--- config.mk ---
export PLATFORM = sky130hd
export DESIGN_NAME = btn_pulse_gen
export DESIGN_NICKNAME = d
export VERILOG_FILES = /design/src/rtl/btn_pkg.sv /design/src/rtl/sync_2ff.sv /design/src/rtl/btn_pulse_gen.sv
export SDC_FILE = /design/constraint.sdc
export NUM_CORES = 1
export LEC_CHECK = 0
export CORE_MARGIN = 2
export CORE_UTILIZATION = 50
export DETAILED_ROUTE_END_ITERATION = 8
export PLACE_DENSITY = 0.78
export REMOVE_ABC_BUFFERS = 1
export SETUP_SLACK_MARGIN = 0.05
export SLEW_MARGIN = 20
export SYNTH_ARGS = -nofsm -noshare
export SYNTH_HDL_FRONTEND = slang
export SYNTH_SLANG_ARGS = --single-unit
--- constraint.sdc ---
create_clock -name clk -period 2.6 [get_ports clk]
set_clock_uncertainty 0.15 [all_clocks]
set_input_delay 0.52 -clock clk [delete_from_list [all_inputs] [get_ports clk]]
set_output_delay 0.52 -clock clk [all_outputs]
set_load 0.02 [all_outputs]
--- src/rtl/btn_pkg.sv ---
// Shared types and constants for the push-button conditioning path.
// Pure declarations: no logic, no latency, no backpressure.
package btn_pkg;

    typedef enum logic [1:0] {
        IDLE_LOW  = 2'd0,
        WAIT_HIGH = 2'd1,
        IDLE_HIGH = 2'd2,
        WAIT_LOW  = 2'd3
    } btn_state_e;

    localparam int unsigned DEFAULT_DEBOUNCE_CYCLES = 1_000_000;
    localparam int unsigned SIM_DEBOUNCE_CYCLES     = 4;

endpackage

--- src/rtl/sync_2ff.sv ---
// Two-flop synchronizer for asynchronous board inputs (buttons, switches).
// Latency 2 clk cycles; no backpressure.
module sync_2ff #(
    parameter int unsigned WIDTH = 1
) (
    input  logic             clk,
    input  logic             r,
    input  logic [WIDTH-1:0] d,
    output logic [WIDTH-1:0] q
);

    logic [WIDTH-1:0] s1_q;
    logic [WIDTH-1:0] s2_q;

    always_ff @(posedge clk) begin
        if (r) begin
            s1_q <= '0;
            s2_q <= '0;
        end else begin
            s1_q <= d;
            s2_q <= s1_q;
        end
    end

    assign q = s2_q;

endmodule

--- src/rtl/btn_pulse_gen.sv ---
// Debounces a raw push-button into a clean level plus one-cycle rise/fall strobes.
// Level/strobe change DEBOUNCE_CYCLES+2 edges after a steady input change; no backpressure.
module btn_pulse_gen
    import btn_pkg::*;
#(
    parameter int unsigned DEBOUNCE_CYCLES = DEFAULT_DEBOUNCE_CYCLES
) (
    input  logic clk,
    input  logic r,
    input  logic btn_raw,
    output logic btn_clean,
    output logic pulse_rise,
    output logic pulse_fall
);

    localparam int CNT_WIDTH = $clog2(DEBOUNCE_CYCLES + 1);
    localparam logic [CNT_WIDTH-1:0] CNT_MAX = CNT_WIDTH'(DEBOUNCE_CYCLES);
    localparam logic [CNT_WIDTH-1:0] CNT_ONE = CNT_WIDTH'(1);

    logic                 btn_s2;
    btn_state_e           state_q;
    logic [CNT_WIDTH-1:0] cnt_q;
    logic                 clean_q;
    logic                 rise_q;
    logic                 fall_q;

    sync_2ff #(
        .WIDTH (1)
    ) u_sync (
        .clk (clk),
        .r   (r),
        .d   (btn_raw),
        .q   (btn_s2)
    );

    always_ff @(posedge clk) begin
        if (r) begin
            state_q <= IDLE_LOW;
            cnt_q   <= '0;
            clean_q <= 1'b0;
            rise_q  <= 1'b0;
            fall_q  <= 1'b0;
        end else begin
            // Strobes live for one cycle; only a qualifying transition re-arms them.
            rise_q <= 1'b0;
            fall_q <= 1'b0;
            unique case (state_q)
                IDLE_LOW: begin
                    cnt_q <= '0;
                    if (btn_s2) begin
                        state_q <= WAIT_HIGH;
                        cnt_q   <= CNT_ONE;
                    end
                end
                WAIT_HIGH: begin
                    if (!btn_s2) begin
                        state_q <= IDLE_LOW;
                        cnt_q   <= '0;
                    end else if (cnt_q == CNT_MAX) begin
                        state_q <= IDLE_HIGH;
                        cnt_q   <= '0;
                        clean_q <= 1'b1;
                        rise_q  <= 1'b1;
                    end else begin
                        cnt_q <= cnt_q + CNT_ONE;
                    end
                end
                IDLE_HIGH: begin
                    cnt_q <= '0;
                    if (!btn_s2) begin
                        state_q <= WAIT_LOW;
                        cnt_q   <= CNT_ONE;
                    end
                end
                WAIT_LOW: begin
                    if (btn_s2) begin
                        state_q <= IDLE_HIGH;
                        cnt_q   <= '0;
                    end else if (cnt_q == CNT_MAX) begin
                        state_q <= IDLE_LOW;
                        cnt_q   <= '0;
                        clean_q <= 1'b0;
                        fall_q  <= 1'b1;
                    end else begin
                        cnt_q <= cnt_q + CNT_ONE;
                    end
                end
                default: begin
                    state_q <= IDLE_LOW;
                    cnt_q   <= '0;
                end
            endcase
        end
    end

    assign btn_clean  = clean_q;
    assign pulse_rise = rise_q;
    assign pulse_fall = fall_q;

endmodule

==> flow_metrics.env <==
export IMPL_dieWidth_um=52.99
export IMPL_relSlewSlack_pct=62.53
export IMPL_status="finished, final reports clean"
export IMPL_port_buffers=5
export IMPL_n_antenna_cell=0
export IMPL_via_count=958
export IMPL_clk_pin_slew_ps=150
export IMPL_r2r_end="cnt_q[19]"
export IMPL_r2r_slack_ps=320
export IMPL_p_per_area_nw_per_um2=477.3
export IMPL_ys_flop_type="dfxtp_1"
export IMPL_synth_most_common_cell="dfxtp_1"
export IMPL_fp_dieArea_um2=2807
export IMPL_maxSlewViolCount=0
export IMPL_area_growth_pct=8.759
export IMPL_synth_top_area_share_pct=45.05
export IMPL_grt_max_degree=20
export IMPL_cp_max_fo=9
export IMPL_synth_edf_count=0
export IMPL_antenna_found_initial=0
export IMPL_clkLatencyLatePin_ps=330
export IMPL_async_reset_ff_share_pct=0
export IMPL_p_comb_share_pct=2.7
export IMPL_synth_top_cell_by_area="dfxtp_1"
export IMPL_tns_ps=0
export IMPL_die_y_um=52.99
export IMPL_pwr_share_seq_pct=67.5
export IMPL_worst_slew_pin_slew_ps=562.1
export IMPL_h_tree_depth=1
export IMPL_crit_path_start_kind="flop"
export IMPL_min_period_over_period_pct=87.72
export IMPL_cts_sinks=27
export IMPL_ir_worst_vdd_v=0.0002843
export IMPL_grt_total_usage_pct=18.23
export IMPL_fin_area_um2=1305
export IMPL_hpwl_um=1601
export IMPL_p_sw_share_pct=22.02
export IMPL_hold_buffers=0
export IMPL_detail_route_wl_per_cell_um=12.74
export IMPL_io_pins=6
export IMPL_clkPwrFrac_pct=29.8
export IMPL_rsz0062_at_grt="false"
export IMPL_hold_class="flop to flop"
export IMPL_final_nets=149
export IMPL_grt_pass1_wl_um=3788
export IMPL_cap_violations=0
export IMPL_hold_viol=0
export IMPL_power_switching_uw=137.2
export IMPL_rr_startpoint="cnt_q[5]"
export IMPL_cts_resized_gates=0
export IMPL_end_kind="flop"
export IMPL_worstSetupPathType="flop to flop"
export IMPL_synth_area_leaders="dfxtp_1 (45%), xnor2_1 (6.6%), nor2_1 (5.3%), nand3_1 (3.8%), or4_1 (3.1%)"
export IMPL_max_freq_mhz=438.5
export IMPL_hold_start="u_sync.s1_q"
export IMPL_synth_cell_types=30
export IMPL_synth_area_um2=1200
export IMPL_avgSynthCellArea_um2=8.758
export IMPL_synth_commonest_cells="dfxtp_1 (27), nor2_1 (17), nand3_1 (9), xnor2_1 (9), inv_1 (8)"
export IMPL_seq_area_frac_synth_pct=45.05
export IMPL_place_gp_congestion=0.8154
export IMPL_coreArea_um2=2233
export IMPL_grt_pass1_vias=922
export IMPL_dpl_cell_area_um2=1275
export IMPL_leakage_uw=0.0003550
export IMPL_drt_initial_drc_count=20
export IMPL_crit_required_ps=2710
export IMPL_drt_vias_per_instance=5.602
export IMPL_rows=17
export IMPL_cts_tree="built"
export IMPL_numCtsBuffers=3
export IMPL_post_cts_buffers=0
export IMPL_clockRootBuffer="clkbuf_4"
export IMPL_ys_ff_latch=27
export IMPL_wirelength_um=2179
export IMPL_ant_nets=0
export IMPL_p_int_uw=485.7
export IMPL_route_detailed_drc=0
export IMPL_worstRegToRegCells=4
export IMPL_overflow=0
export IMPL_setup_viol=0
export IMPL_initial_core_util_pct=53.73
export IMPL_ys_warn_count=0
export IMPL_hold_path_depth=1
export IMPL_min_period_ps=2281
export IMPL_dr_pass1_iters=4
export IMPL_cp_arrival_ps=2390
export IMPL_clock_path_buffers=2
export IMPL_netlist_instances=137
export IMPL_drive_gt1_share_pct=4.196
export IMPL_hold_end="u_sync.q"
-- logic make-up after synthesis --
kind of cell | synth area share (%)
xor gates and xnor gates | 9.489
adders and majority gates | 2.085
and+or+nand+nor | 30.24
DFF | 45.05
AOI/OAI and AO/OA | 9.177
buffers and inverters | 3.963
-- metal layers --
| layer | wire length, µm | share of wire (%) | up-vias | track usage [%] |
|---|---|---|---|---|
| li1 | - | - | 494 | - |
| met1 | 1052 | 48 | 433 | 22.67 |
| met2 | 1004 | 46 | 27 | 31.25 |
| met4 | 26 | 1.2 | 0 | 6.410 |
| met3 | 96 | 4.4 | 4 | 3.390 |
| met5 | 0 | 0 | - | 0 |
-- registers in the layout (all words and copies together) (netlist names), named ones only --
| signal | flops |
|---|---|
| pulse_rise | 1 |
| btn_clean | 1 |
| u_sync.s1_q | 1 |
| state_q | 1 |
| pulse_fall | 1 |
| u_sync.q | 1 |
| cnt_q | 20 |
-- layout make-up --
class / instances / area [µm²]
flip-flops and latches: 27 / 540.5
fillers: 197 / 928.4
clock buffers: 3 / 22.52
inverters: 8 / 30.03
clock inverters: 1 / 7.507
well taps: 28 / 35.03
multi-input cells: 98 / 611.8
repair buffers: 6 / 57.56
-- power groups by stage --
stage / Clock, µW / Combinational (µW) / Sequential (µW)
finish: 186 / 16.6 / 420
detailed placement: 0 / 16.8 / 429
floorplan: 0 / 5.30 / 431
global route: 201 / 18.4 / 421
CTS: 187 / 16.9 / 420
global placement: 0 / 16.0 / 429
-- critical path, stage by stage, from the launching register on --
cell and delay [ps]:
dfxtp_1 490, nand4_2 190, or4_1 730, or4_1 520, a21oi_1 140
-- per-stage QoR --
step	setup WS (ps)	instances	total power [µW]	hold slack [ps]	utilization, %
after floorplan	554.1	133	435.8	263.8	-
after global placement	483.9	167	445.3	286.7	57.09
after detailed placement	376.5	167	446.1	294.4	57.09
after CTS	341.7	171	624.2	299.2	58.43
after global routing	209.2	171	640.4	324.9	58.43
final	319.4	171	622.9	302.2	58.43
-- worst max path at each step --
stage	from	endpoint	slack, ps	depth (start not counted)
after global placement	cnt_q[5]	cnt_q[19]	480	4
after floorplan	cnt_q[5]	cnt_q[19]	550	4
after detailed placement	cnt_q[5]	cnt_q[15]	380	4
final	cnt_q[5]	cnt_q[19]	320	4
after global routing	cnt_q[5]	cnt_q[17]	210	4
after CTS	cnt_q[5]	cnt_q[19]	340	4
-- placed cells by master (no fill, tap or decap), drive strengths merged --
cell	count
dfxtp	27
nor2	17
nand3	9
xnor2	9
inv	8
nor3	6
nand2	6
a21oi	6
or4	5
clkdlybuf4s50	5
or3	4
xor2	4
o31ai	4
nand4	4
o21ai	4
nand2b	3
clkbuf	3
nor4	2
nor4b	2
nand4bb	2
and4	2
nor2b	2
ha	2
and2	1
a21o	1
a211o	1
a31oi	1
a211oi	1
clkinvlp	1
buf	1
Power figures use the tool's default switching activity.
